--- src/rtl/fifo_rd_framer.sv ---
// FIFO read-side framer: pops tagged words into a registered valid/ready
// stream and truncates frames longer than MAXLEN.
module fifo_rd_framer #(
  parameter int DWIDTH = 16,
  parameter int MAXLEN = 760,
  parameter int LWIDTH = 11
) (
  input  logic              clk,
  input  logic              arst_n,
  input  logic              fifo_empty,
  input  logic [DWIDTH:0]   fifo_dout_comb,
  output logic              fifo_re,
  output logic [DWIDTH-1:0] m_data,
  output logic              m_last,
  output logic              m_err,
  output logic              m_valid,
  input  logic              m_ready,
  output logic [15:0]       frame_cnt,
  output logic [15:0]       trunc_cnt
);

  typedef enum logic [1:0] {
    SOF  = 2'd0,
    MOF  = 2'd1,
    DROP = 2'd2
  } state_e;

  localparam logic [LWIDTH-1:0] MAX_L = LWIDTH'(MAXLEN);

  state_e              state_q, state_d;
  logic [LWIDTH-1:0]   len_q, len_d;
  logic [DWIDTH-1:0]   data_q, data_d;
  logic                last_q, last_d;
  logic                err_q, err_d;
  logic                valid_q, valid_d;
  logic [15:0]         fcnt_q, fcnt_d;
  logic [15:0]         tcnt_q, tcnt_d;

  logic                slot_free;
  logic                rd_en;
  logic                pop;
  logic                tag;
  logic [LWIDTH-1:0]   len_inc;
  logic                at_max;

  assign slot_free = ~valid_q | m_ready;
  assign tag       = fifo_dout_comb[DWIDTH];
  assign len_inc   = len_q + 1'b1;
  assign at_max    = (len_inc == MAX_L);

  // The drop path ignores backpressure so the tail never blocks the FIFO.
  always_comb begin
    rd_en = 1'b0;
    unique case (state_q)
      SOF, MOF: rd_en = ~fifo_empty & slot_free;
      DROP:     rd_en = ~fifo_empty;
      default:  rd_en = 1'b0;
    endcase
  end

  assign pop     = rd_en & arst_n;
  assign fifo_re = pop;

  always_comb begin
    state_d = state_q;
    len_d   = len_q;
    data_d  = data_q;
    last_d  = last_q;
    err_d   = err_q;
    valid_d = valid_q;
    fcnt_d  = fcnt_q;
    tcnt_d  = tcnt_q;

    if (valid_q & m_ready & last_q) begin
      fcnt_d = fcnt_q + 16'd1;
    end

    if (state_q == DROP) begin
      if (pop & tag) begin
        state_d = SOF;
      end
      if (m_ready) begin
        valid_d = 1'b0;
      end
    end else if (pop) begin
      data_d  = fifo_dout_comb[DWIDTH-1:0];
      valid_d = 1'b1;
      len_d   = len_inc;
      if (tag) begin
        last_d  = 1'b1;
        err_d   = 1'b0;
        len_d   = '0;
        state_d = SOF;
      end else if (at_max) begin
        last_d  = 1'b1;
        err_d   = 1'b1;
        len_d   = '0;
        tcnt_d  = tcnt_q + 16'd1;
        state_d = DROP;
      end else begin
        last_d  = 1'b0;
        err_d   = 1'b0;
        state_d = MOF;
      end
    end else if (m_ready) begin
      valid_d = 1'b0;
    end
  end

  always_ff @(posedge clk or negedge arst_n) begin
    if (!arst_n) begin
      state_q <= SOF;
      len_q   <= '0;
      data_q  <= '0;
      last_q  <= 1'b0;
      err_q   <= 1'b0;
      valid_q <= 1'b0;
      fcnt_q  <= '0;
      tcnt_q  <= '0;
    end else begin
      state_q <= state_d;
      len_q   <= len_d;
      data_q  <= data_d;
      last_q  <= last_d;
      err_q   <= err_d;
      valid_q <= valid_d;
      fcnt_q  <= fcnt_d;
      tcnt_q  <= tcnt_d;
    end
  end

  assign m_data    = data_q;
  assign m_last    = last_q;
  assign m_err     = err_q;
  assign m_valid   = valid_q;
  assign frame_cnt = fcnt_q;
  assign trunc_cnt = tcnt_q;

endmodule

--- config.mk ---
export PLATFORM = sky130hd
export DESIGN_NAME = fifo_rd_framer
export DESIGN_NICKNAME = d
export VERILOG_FILES = /design/src/rtl/fifo_rd_framer.sv
export SDC_FILE = /design/constraint.sdc
export NUM_CORES = 1
export LEC_CHECK = 0
export CAP_MARGIN = 20
export CORE_MARGIN = 2
export CORE_UTILIZATION = 25
export CTS_CLUSTER_SIZE = 14
export DETAILED_ROUTE_END_ITERATION = 8
export PLACE_DENSITY = 0.47
export SYNTH_ARGS = -nofsm -noshare
export SYNTH_HDL_FRONTEND = slang
export SYNTH_SLANG_ARGS = --single-unit
--- constraint.sdc ---
create_clock -name clk -period 5.6 [get_ports clk]
set_input_delay 0.84 -clock clk [delete_from_list [all_inputs] [get_ports clk]]
set_output_delay 0.84 -clock clk [all_outputs]
set_load 0.05 [all_outputs]
Word-level counts from Yosys, hierarchy flattened

Index checks and enable logic that the tools add are counted.
Widths: inputs -> output; s select.

$add $sub $neg: 3
Bitwise logic cells: 10
Multiplexer cells: 14
Eq/ne operators: 4
Reductions and logical operators: 6

Operators with widths:

| kind                  | number |
|---|---|
| $add 16x1->16 const B | 2 |
| $mux 11               | 2 |
| $add 11x1->11 const B | 1 |
| $eq 11x10->1 const B  | 1 |
| $mux 2                | 5 |
| $mux 1                | 6 |
| $and 1x1->1           | 5 |
| $not 1->1             | 4 |
| $reduce_and 2->1      | 2 |
| $reduce_and 4->1      | 1 |
| $eq 2x1->1 const B    | 1 |
| $eq 2x2->1 const B    | 1 |
| $logic_not 2->1       | 1 |
| $ne 2x1->1 const B    | 1 |
| $pmux 1 s2            | 1 |
| $reduce_bool 2->1     | 1 |
| $reduce_or 2->1       | 1 |
| $or 1x1->1            | 1 |

Register bits: 64
Output and inout port bits: 52
Input bits: 21

Logic depth before layout (Yosys ltp)

Gate-level depths: netlist of run 1.

Word-level depth: 8
Mapped depth: 8

Worst setup path after synthesis of run 1

No wires, ideal clock.

Kind: input to output
Start: input port m_ready
End: output port fifo_re
Slack: 2.540 ns
Cell stages on the path: 3
Required time: 4.760 ns
Arrival: 2.220 ns
Path buffers: 0
Cell sequence: nand2b_1 > nor2_1 > a211oi_1

Cells in the longest elaborated chain, start to end: 4

RTL lines:

| element     | line | text |
|---|---|---|
| from (decl) | 17   | `input logic m_ready,` |
| $or 1x1->1  | 46   | `assign slot_free = ~valid_q \| m_ready;` |
| $and 1x1->1 | 55   | `SOF, MOF: rd_en = ~fifo_empty & slot_free;` |
| $pmux 1 s2  | 54   | `unique case (state_q)` |
| $and 1x1->1 | 61   | `assign pop = rd_en & arst_n;` |
| to (decl)   | 12   | `output logic fifo_re,` |

Every way passes these cells.

Worst setup path after layout of run 1

Same ends and word-level chain as after synthesis.

==> results of run 1 <==
-- layer usage --
layer	vias to the layer above	wire [µm]	global-route usage
li1	1180	-	-
met1	1132	3470	0.160
met2	57	3160	0.182
met3	11	368	0.0308
met4	0	138	0.0537
met5	-	0	0
-- logic make-up (layout without fill, tap and decap cells) --
kind of cell	count (synthesis)	in the layout	share of synthesized area
AND/OR/NAND/NOR	154	154	0.255
flip-flops	64	64	0.531
XOR/XNOR	33	33	0.0983
AO/OA/AOI/OAI	28	28	0.0651
buffers and inverters	15	95	0.0236
multiplexers	4	4	0.0141
adder cells (fa/ha/maj)	3	3	0.0124
-- worst reg2reg max path, stage by stage, from the launching register on --
cell and delay [ps]:
dfrtp_1 420, nand3_1 210, nor3_4 350, xor2_2 630
nand3_1 380, mux2_1 410
-- metrics by stage --
step,utilization,instances,worst slack [ps]
2_1_floorplan,-,301,2540
3_3_place_gp,0.326,512,2030
3_5_place_dp,0.326,512,2030
4_1_cts,0.355,528,2000
5_1_grt,0.355,528,1920
6_report,0.355,528,2030
-- how the worst max path moves through the flow --
| stage | cells past startpoint | slack [ps] | startpoint | to |
|---|---|---|---|---|
| 3_5_place_dp | 5 | 2030 | m_ready | fifo_re |
| 4_1_cts | 5 | 2000 | m_ready | fifo_re |
| 5_1_grt | 5 | 1920 | m_ready | fifo_re |
| 3_3_place_gp | 5 | 2030 | m_ready | fifo_re |
| 6_report | 5 | 2030 | m_ready | fifo_re |
| 2_1_floorplan | 3 | 2540 | m_ready | fifo_re |
-- layout make-up --
class | instances | share of cell area
clock buffer | 9 | 0.0533
clock inverter | 7 | 0.0296
inverter | 5 | 0.00444
multi-input combinational | 222 | 0.318
sequential | 64 | 0.379
tap | 147 | 0.0435
timing repair buffer | 74 | 0.173
-- flip-flops by register name (all words and copies together), names as in the netlist --
register   flops
m_valid        1
len_q         11
trunc_cnt     16
m_err          1
m_last         1
m_data        16
frame_cnt     16
state_q        2
-- where the power goes --
part | switching (mW) | total (mW) | internal [mW]
Combinational | 0.220 | 0.341 | 0.120
Sequential | 0.0518 | 0.565 | 0.513
Clock | 0.223 | 0.664 | 0.440
Total | 0.496 | 1.57 | 1.07
-- synthesized netlist by cell type (2+ instances only) --
master and number:
nand3_1 12, mux2i_1 2, nand4_1 15, or3_1 2, a21oi_1 3, clkbuf_1 5, o21ai_0 9, nor3_1 10
buf_2 3, xor2_1 11, a21o_1 4, and4_1 2, dfrtp_1 64, xnor2_1 21, nand2b_1 6, and3_1 5
ha_1 3, inv_1 5, nand3b_1 2, or2_2 2, o21ai_1 3, nand2_1 75, nor4_1 2, nor2_1 13
==> results.toml, run 1 <==
[synth]
async_flop_share = 1.00
avgSynthCellArea_um2 = 10.0
yosysUniqueCellTypes = 46
synth-main-ff-cell = "dfrtp_1"
synthCells = 301
yosysTopAreaCell = "dfrtp_1"
synthesis.area_um2 = 3020
synth-seq-area-share = 0.531
synth-edff-count = 0
synth_top_area_share = 0.531
synth.area.top_cells = "dfrtp_1 (53%), nand2_1 (9.3%), xnor2_1 (6.1%)"
syn_nets = 325
yosysWarningCount = 0
synth-seq-cells = 64

[placement]
place_area_um2 = 3880
place_congestion = 0.720
portBuffers = 72
dp_hpwl_um = 4880

[sta]
hold_ws_ps = 455
skew_ps = 4.91
drv_slew = 0
finalCritPeriodShare = 0.638
fmax_mhz = 280
hold_viol = 0
max_slew_margin = 0.507
finalSetupViolCount = 0
tns_ps = 0
rsz0062_at_grt = "false"
tightest_slew_ps = 739
final.min_clock_period_ps = 3570

[die]
rows = 40
dieArea_um2 = 13000
start_util = 0.253
die_h_um = 114
io_pins = 73
core_region_area_um2 = 11900
die_x_um = 114

[setup_path]
cp_common_cell = "clkdlybuf4s50_1"
cp_max_fo = 4
r2r-start = "len_q[2]"
cp_cell_sequence = "clkdlybuf4s50_1 -> nand2b_1 -> nor2_1 -> a211oi_1 -> clkdlybuf4s50_1"
crit_buf_inv = 2
slowest_delay_ps = 890
worstPathArrival_ps = 2730
start_kind = "input port"
critPathKind = "in -> out"
end_kind = "primary output"
crit_slowest_cell = "clkdlybuf4s50_1"
critPathTopFamily = "buffers and inverters"
r2r_slack_ps = 3090
critPathRequiredTime_ps = 4760
reg2regPathDepth = 5
reg2reg_to = "trunc_cnt[1]"

[clock_tree]
ctsLongestPathBuffers = 2
clkSinkCount = 64
cts_tree = "done"
postCtsHoldBufs = 0
path_clk_slew_ps = 60
cts_buffers = 9
clockRootBuffer = "clkbuf_16"
insertion_delay_ps = 330
cts-resized-gates = 0
htree_levels = 3
postCtsSetupBuffers = 0

[final_layout]
drive_gt1_frac = 0.0761
multi_input_comb_area_um2 = 1340
fillCellCount = 1224
final_cell_mix = "nand2_1 (75), clkdlybuf4s50_1 (71), dfrtp_1 (64)"
final_area_um2 = 4230
area_delta_synth_final_pct = 40.2
final_common_cell = "nand2_1"
ff_latch_area_um2 = 1600
finish.net_count = 400
diodes = 0

[pwr]
p_per_area_nw_per_um2 = 371
total_power_mw = 1.57
ir_drop_uv = 165
p_leak_nw = 1.88

[grt]
grt_pass1_wl_um = 12300
grt_pass1_vias = 2423
grt_overflow = 0
grtUsageTotal = 0.119
grt_start_max_net_pins = 48
antenna_found_initial = 0

[routing]
postRouteAntennaNets = 0
wire_per_inst_um = 13.5
drt_iter0_markers = 86
dr_total_vias = 2380
wl_um = 7140
dr.pass1.iters = 4
drc = 0
routed_via_density = 4.51

[hold_path]
hold_class = "in -> async"

[job]
maxCapViolCount = 0

[run_status]
status = "complete, no violations"
Note: power is estimated with default switching activity, not from simulation.
==> run 2: changes to the inputs <==
==> constraint.sdc (replaced) <==
create_clock -name clk -period 3.7 [get_ports clk]
set_input_delay 0.555 -clock clk [delete_from_list [all_inputs] [get_ports clk]]
set_output_delay 0.555 -clock clk [all_outputs]
set_load 0.05 [all_outputs]
==> run 2 against run 1 <==
Net effect:
- power up 42%
- first-iteration DRC count up 42%
- largest power group unchanged
- utilization down 0.35 points
- design area down 0.98%
- non-clock buffer count up 1
- combinational power up 50%
- worst setup slack worse by 810 ps
- clock power up 30%
- critical path type is now in -> reg
- count of clock-buffer cells in the layout unchanged
==> results.toml, run 2 (synthesis gave the netlist of run 1 again) <==
[final_layout]
area_delta_synth_final_pct = 38.8
finish.net_count = 401
final_cell_mix = "nand2_1 (75), clkdlybuf4s50_1 (70), dfrtp_1 (64)"
drive_gt1_frac = 0.0812
final_common_cell = "nand2_1"
final_core_util = 0.352
diodes = 0
fillCellCount = 1214

[hold_path]
hold_class = "reg -> reg"
min_from = "frame_cnt[15]"
hold_depth = 1

[clock_tree]
cts-resized-gates = 0
postCtsHoldBufs = 0
postCtsSetupBuffers = 0
cts_buffers = 9
cts_tree = "done"
path_clk_slew_ps = 50
htree_levels = 3
clkSinkCount = 64
clockRootBuffer = "clkbuf_16"
ctsLongestPathBuffers = 2
insertion_delay_ps = 330

[sta]
max_slew_margin = 0.458
hold_ws_ps = 463
rsz0062_at_grt = "false"
fin_ws_ps = 1220
finalCritPeriodShare = 0.670
drv_slew = 0
fmax_mhz = 403
final.min_clock_period_ps = 2480
tns_ps = 0
finalSetupViolCount = 0
hold_viol = 0
tightest_slew_ps = 812
skew_ps = 7.07

[die]
core_region_area_um2 = 11900
rows = 40
die_h_um = 114
start_util = 0.253
dieArea_um2 = 13000
io_pins = 73
die_x_um = 114

[setup_path]
worstPathArrival_ps = 2690
cp_cell_sequence = "clkdlybuf4s50_1 -> or3b_1 -> nand2b_4 -> nor2_1 -> nand3_1 -> mux2_1"
r2r-start = "len_q[0]"
reg2regPathDepth = 6
critPathLaunch = "fifo_empty"
slowest_delay_ps = 480
end_kind = "flop"
critPathKind = "in -> reg"
crit_slowest_cell = "or3b_1"
critPathRequiredTime_ps = 3910
cp_max_fo = 35
start_kind = "input port"

[routing]
wl_um = 7030
drt_iter0_markers = 122
dr.pass1.iters = 5
drc = 0
postRouteAntennaNets = 0
wire_per_inst_um = 13.3
dr_total_vias = 2374
routed_via_density = 4.49

[placement]
dp_hpwl_um = 4860
portBuffers = 72
place_congestion = 0.741
place_ws_ps = 883

[grt]
grt_overflow = 0
antenna_found_initial = 0
grtUsageTotal = 0.117
grt_start_max_net_pins = 65
grt_pass1_wl_um = 12000
grt_pass1_vias = 2358

[pwr]
ir_drop_uv = 195
p_leak_nw = 1.85
p_per_area_nw_per_um2 = 533

[job]
maxCapViolCount = 0

[run_status]
status = "complete, no violations"
[run 2: changes by cell type in the layout (fill, tap and decap cells not counted)]
cell	change
buf_4	+2
bufinv_16	-2
clkdlybuf4s50_1	-1
clkinvlp_4	+3
inv_6	-1
[run 2: path summary, 6_finish.rpt]
path | slack (ps) | endpoint
min | 460 | frame_cnt[15]
max | 1220 | trunc_cnt[1]
max reg2reg | 1290 | trunc_cnt[1]
min reg2reg | 460 | frame_cnt[15]
min in group asynchronous | 490 | m_last
max in group asynchronous | 2690 | len_q[8]
[run 2: area by class of cell]
cell class | count | area, µm² | share of cell area
clock inverter | 7 | 78.8 | 0.0188
inverter | 5 | 18.8 | 0.00448
sequential | 64 | 1600 | 0.382
tap | 147 | 184 | 0.0439
timing repair buffer | 75 | 736 | 0.176
clock buffer | 9 | 225 | 0.0538
multi-input combinational | 222 | 1340 | 0.321
[run 2: per-layer routing]
| layer | vias to the layer above | global-route usage | wire [µm] |
|---|---|---|---|
| li1 | 1180 | - | - |
| met1 | 1129 | 0.166 | 3530 |
| met2 | 56 | 0.170 | 3050 |
| met3 | 9 | 0.0298 | 347 |
| met4 | 0 | 0.0463 | 106 |
| met5 | - | 0 | 0 |
[run 2: critical path, delay by kind of cell]
| kind | cells | cell delay [ps] |
|---|---|---|
| and+or+nand+nor | 4 | 1310 |
| muxes | 1 | 360 |
| buffers and inverters | 1 | 460 |
[run 2: per-stage QoR]
step / power (mW) / cell area, µm² / cells
2_1_floorplan: 1.19 / 3020 / 301
3_3_place_gp: 1.39 / 3880 / 513
3_5_place_dp: 1.39 / 3880 / 513
4_1_cts: 2.26 / 4190 / 529
5_1_grt: 2.34 / 4190 / 529
6_report: 2.23 / 4190 / 529
[run 2: report_power, final]
part	switching (mW)	internal [mW]	total (mW)
sequential	0.0809	0.776	0.857
combinational	0.331	0.181	0.512
clock	0.335	0.527	0.862
==> run 3: changes to the inputs <==
--- a/config.mk
+++ b/config.mk
@@ -10,7 +10,7 @@
 export CORE_UTILIZATION = 25
 export CTS_CLUSTER_SIZE = 14
 export DETAILED_ROUTE_END_ITERATION = 8
-export PLACE_DENSITY = 0.47
+export PLACE_DENSITY = 0.49
 export SYNTH_ARGS = -nofsm -noshare
 export SYNTH_HDL_FRONTEND = slang
 export SYNTH_SLANG_ARGS = --single-unit
==> constraint.sdc (replaced) <==
create_clock -name clk -period 2.28 [get_ports clk]
set_input_delay 0.342 -clock clk [delete_from_list [all_inputs] [get_ports clk]]
set_output_delay 0.342 -clock clk [all_outputs]
set_load 0.05 [all_outputs]
==> run 3 against run 2 <==
Net effect:
- clock skew fell by 3.5 ps
- combinational power rose by 66%
- power rose by 62%
- count of clock-buffer cells in the layout rose by 4
- design area rose by 3.0%
- via count rose by 2.8%
- sequential share of layout area fell by 1.1 points
- critical path type is now reg -> reg
==> results.toml, run 3 (synthesis gave the netlist of run 1 again) <==
[run_status]
status = "complete, no violations"

[grt]
grt_overflow = 0
grt_pass1_wl_um = 12400
grt_pass1_vias = 2509
grt_start_max_net_pins = 65
antenna_found_initial = 0
grtUsageTotal = 0.121

[routing]
met3_length_um = 343
wl_met1_um = 3400
wire_per_inst_um = 13.3
dr.pass1.iters = 4
route.met2.wl_um = 3470
postRouteAntennaNets = 0
routed_via_density = 4.49
drt_iter0_markers = 133
dr_total_vias = 2441
wl_um = 7260
drc = 0
top_layer = "met4"

[placement]
place_ws_ps = -85.0
portBuffers = 72
dp_hpwl_um = 5140
place_area_um2 = 4010
place_congestion = 0.776

[clock_tree]
path_clk_slew_ps = 50
clkSinkCount = 64
postCtsHoldBufs = 0
insertion_delay_ps = 320
cts_tree = "done"
cts-resized-gates = 0
cts_buffers = 9
htree_levels = 3
postCtsSetupBuffers = 0
ctsLongestPathBuffers = 2
clockRootBuffer = "clkbuf_16"

[final_layout]
ff_latch_area_um2 = 1600
multi_input_comb_area_um2 = 1350
fillCellCount = 1231
final_area_um2 = 4310
area_delta_synth_final_pct = 43.0
final_common_cell = "nand2_1"
finish.net_count = 416
diodes = 0
final_cell_mix = "nand2_1 (75), clkdlybuf4s50_1 (70), dfrtp_1 (64)"
drive_gt1_frac = 0.113

[pwr]
ir_drop_uv = 306
p_leak_nw = 1.94
p_per_area_nw_per_um2 = 836

[setup_path]
r2r_slack_ps = 230
worstPathArrival_ps = 2260
critPathRequiredTime_ps = 2480
start_kind = "flop"
end_kind = "flop"
critPathKind = "reg -> reg"
reg2regPathDepth = 7
cp_max_fo = 7

[die]
die_x_um = 114
start_util = 0.253
die_h_um = 114
io_pins = 73
dieArea_um2 = 13000
rows = 40
core_region_area_um2 = 11900

[sta]
fin_ws_ps = 225
rsz0062_at_grt = "false"
final.min_clock_period_ps = 2050
skew_ps = 3.53
hold_ws_ps = 384
finalCritPeriodShare = 0.901
tightest_slew_ps = 837
fmax_mhz = 487
max_slew_margin = 0.442
drv_slew = 0
hold_viol = 0
finalSetupViolCount = 0

[hold_path]
hold_class = "in -> async"

[job]
maxCapViolCount = 0
==> run 3: cell count changes in the layout (fill, tap and decap cells not counted), sizes merged <==
cell      delta
inv          -2
clkinv       +1
buf         +15
clkbuf       +4
clkinvlp     -3
==> run 3: layer usage <==
layer | global-route usage | vias to the layer above
li1 | - | 1211
met2 | 0.197 | 55
met4 | 0.0439 | 0
met5 | 0 | -
met1 | 0.156 | 1171
met3 | 0.0340 | 4
==> run 3: worst paths after layout <==
check	to	startpoint
min reg2reg	trunc_cnt[15]	trunc_cnt[15]
min	len_q[3]	arst_n
min in group clk	trunc_cnt[15]	trunc_cnt[15]
max	trunc_cnt[12]	len_q[0]
max reg2reg	trunc_cnt[12]	len_q[0]
max in group asynchronous	trunc_cnt[15]	arst_n
==> run 3: critical path, cell delays in order (launching register included) <==
cell and delay, ps:
dfrtp_1 420, ha_1 230, and4_1 230, nor3_1 250
buf_4 170, o2111a_1 330, nand4_1 160, xnor2_1 150
==> run 3: through the flow <==
stage          instances  setup TNS (ps)  utilization  power, mW
2_1_floorplan        301               0            -       1.92
3_3_place_gp         528            -291        0.337       2.26
3_5_place_dp         528            -480        0.337       2.26
4_1_cts              544               0        0.362       3.68
5_1_grt              544               0        0.362       3.80
6_report             544               0        0.362       3.61
==> run 3: area by class of cell <==
class                      instances  area share
multi-input combinational        222       0.313
tap                              147      0.0426
inverter                           5     0.00435
sequential                        64       0.371
clock buffer                      13      0.0603
clock inverter                     3     0.00928
timing repair buffer              90       0.200
==> run 3: power breakdown <==
part           switching, mW  internal, mW  leakage (nW)
sequential             0.124          1.26         0.830
combinational          0.544         0.306         0.963
clock                  0.471         0.902         0.150
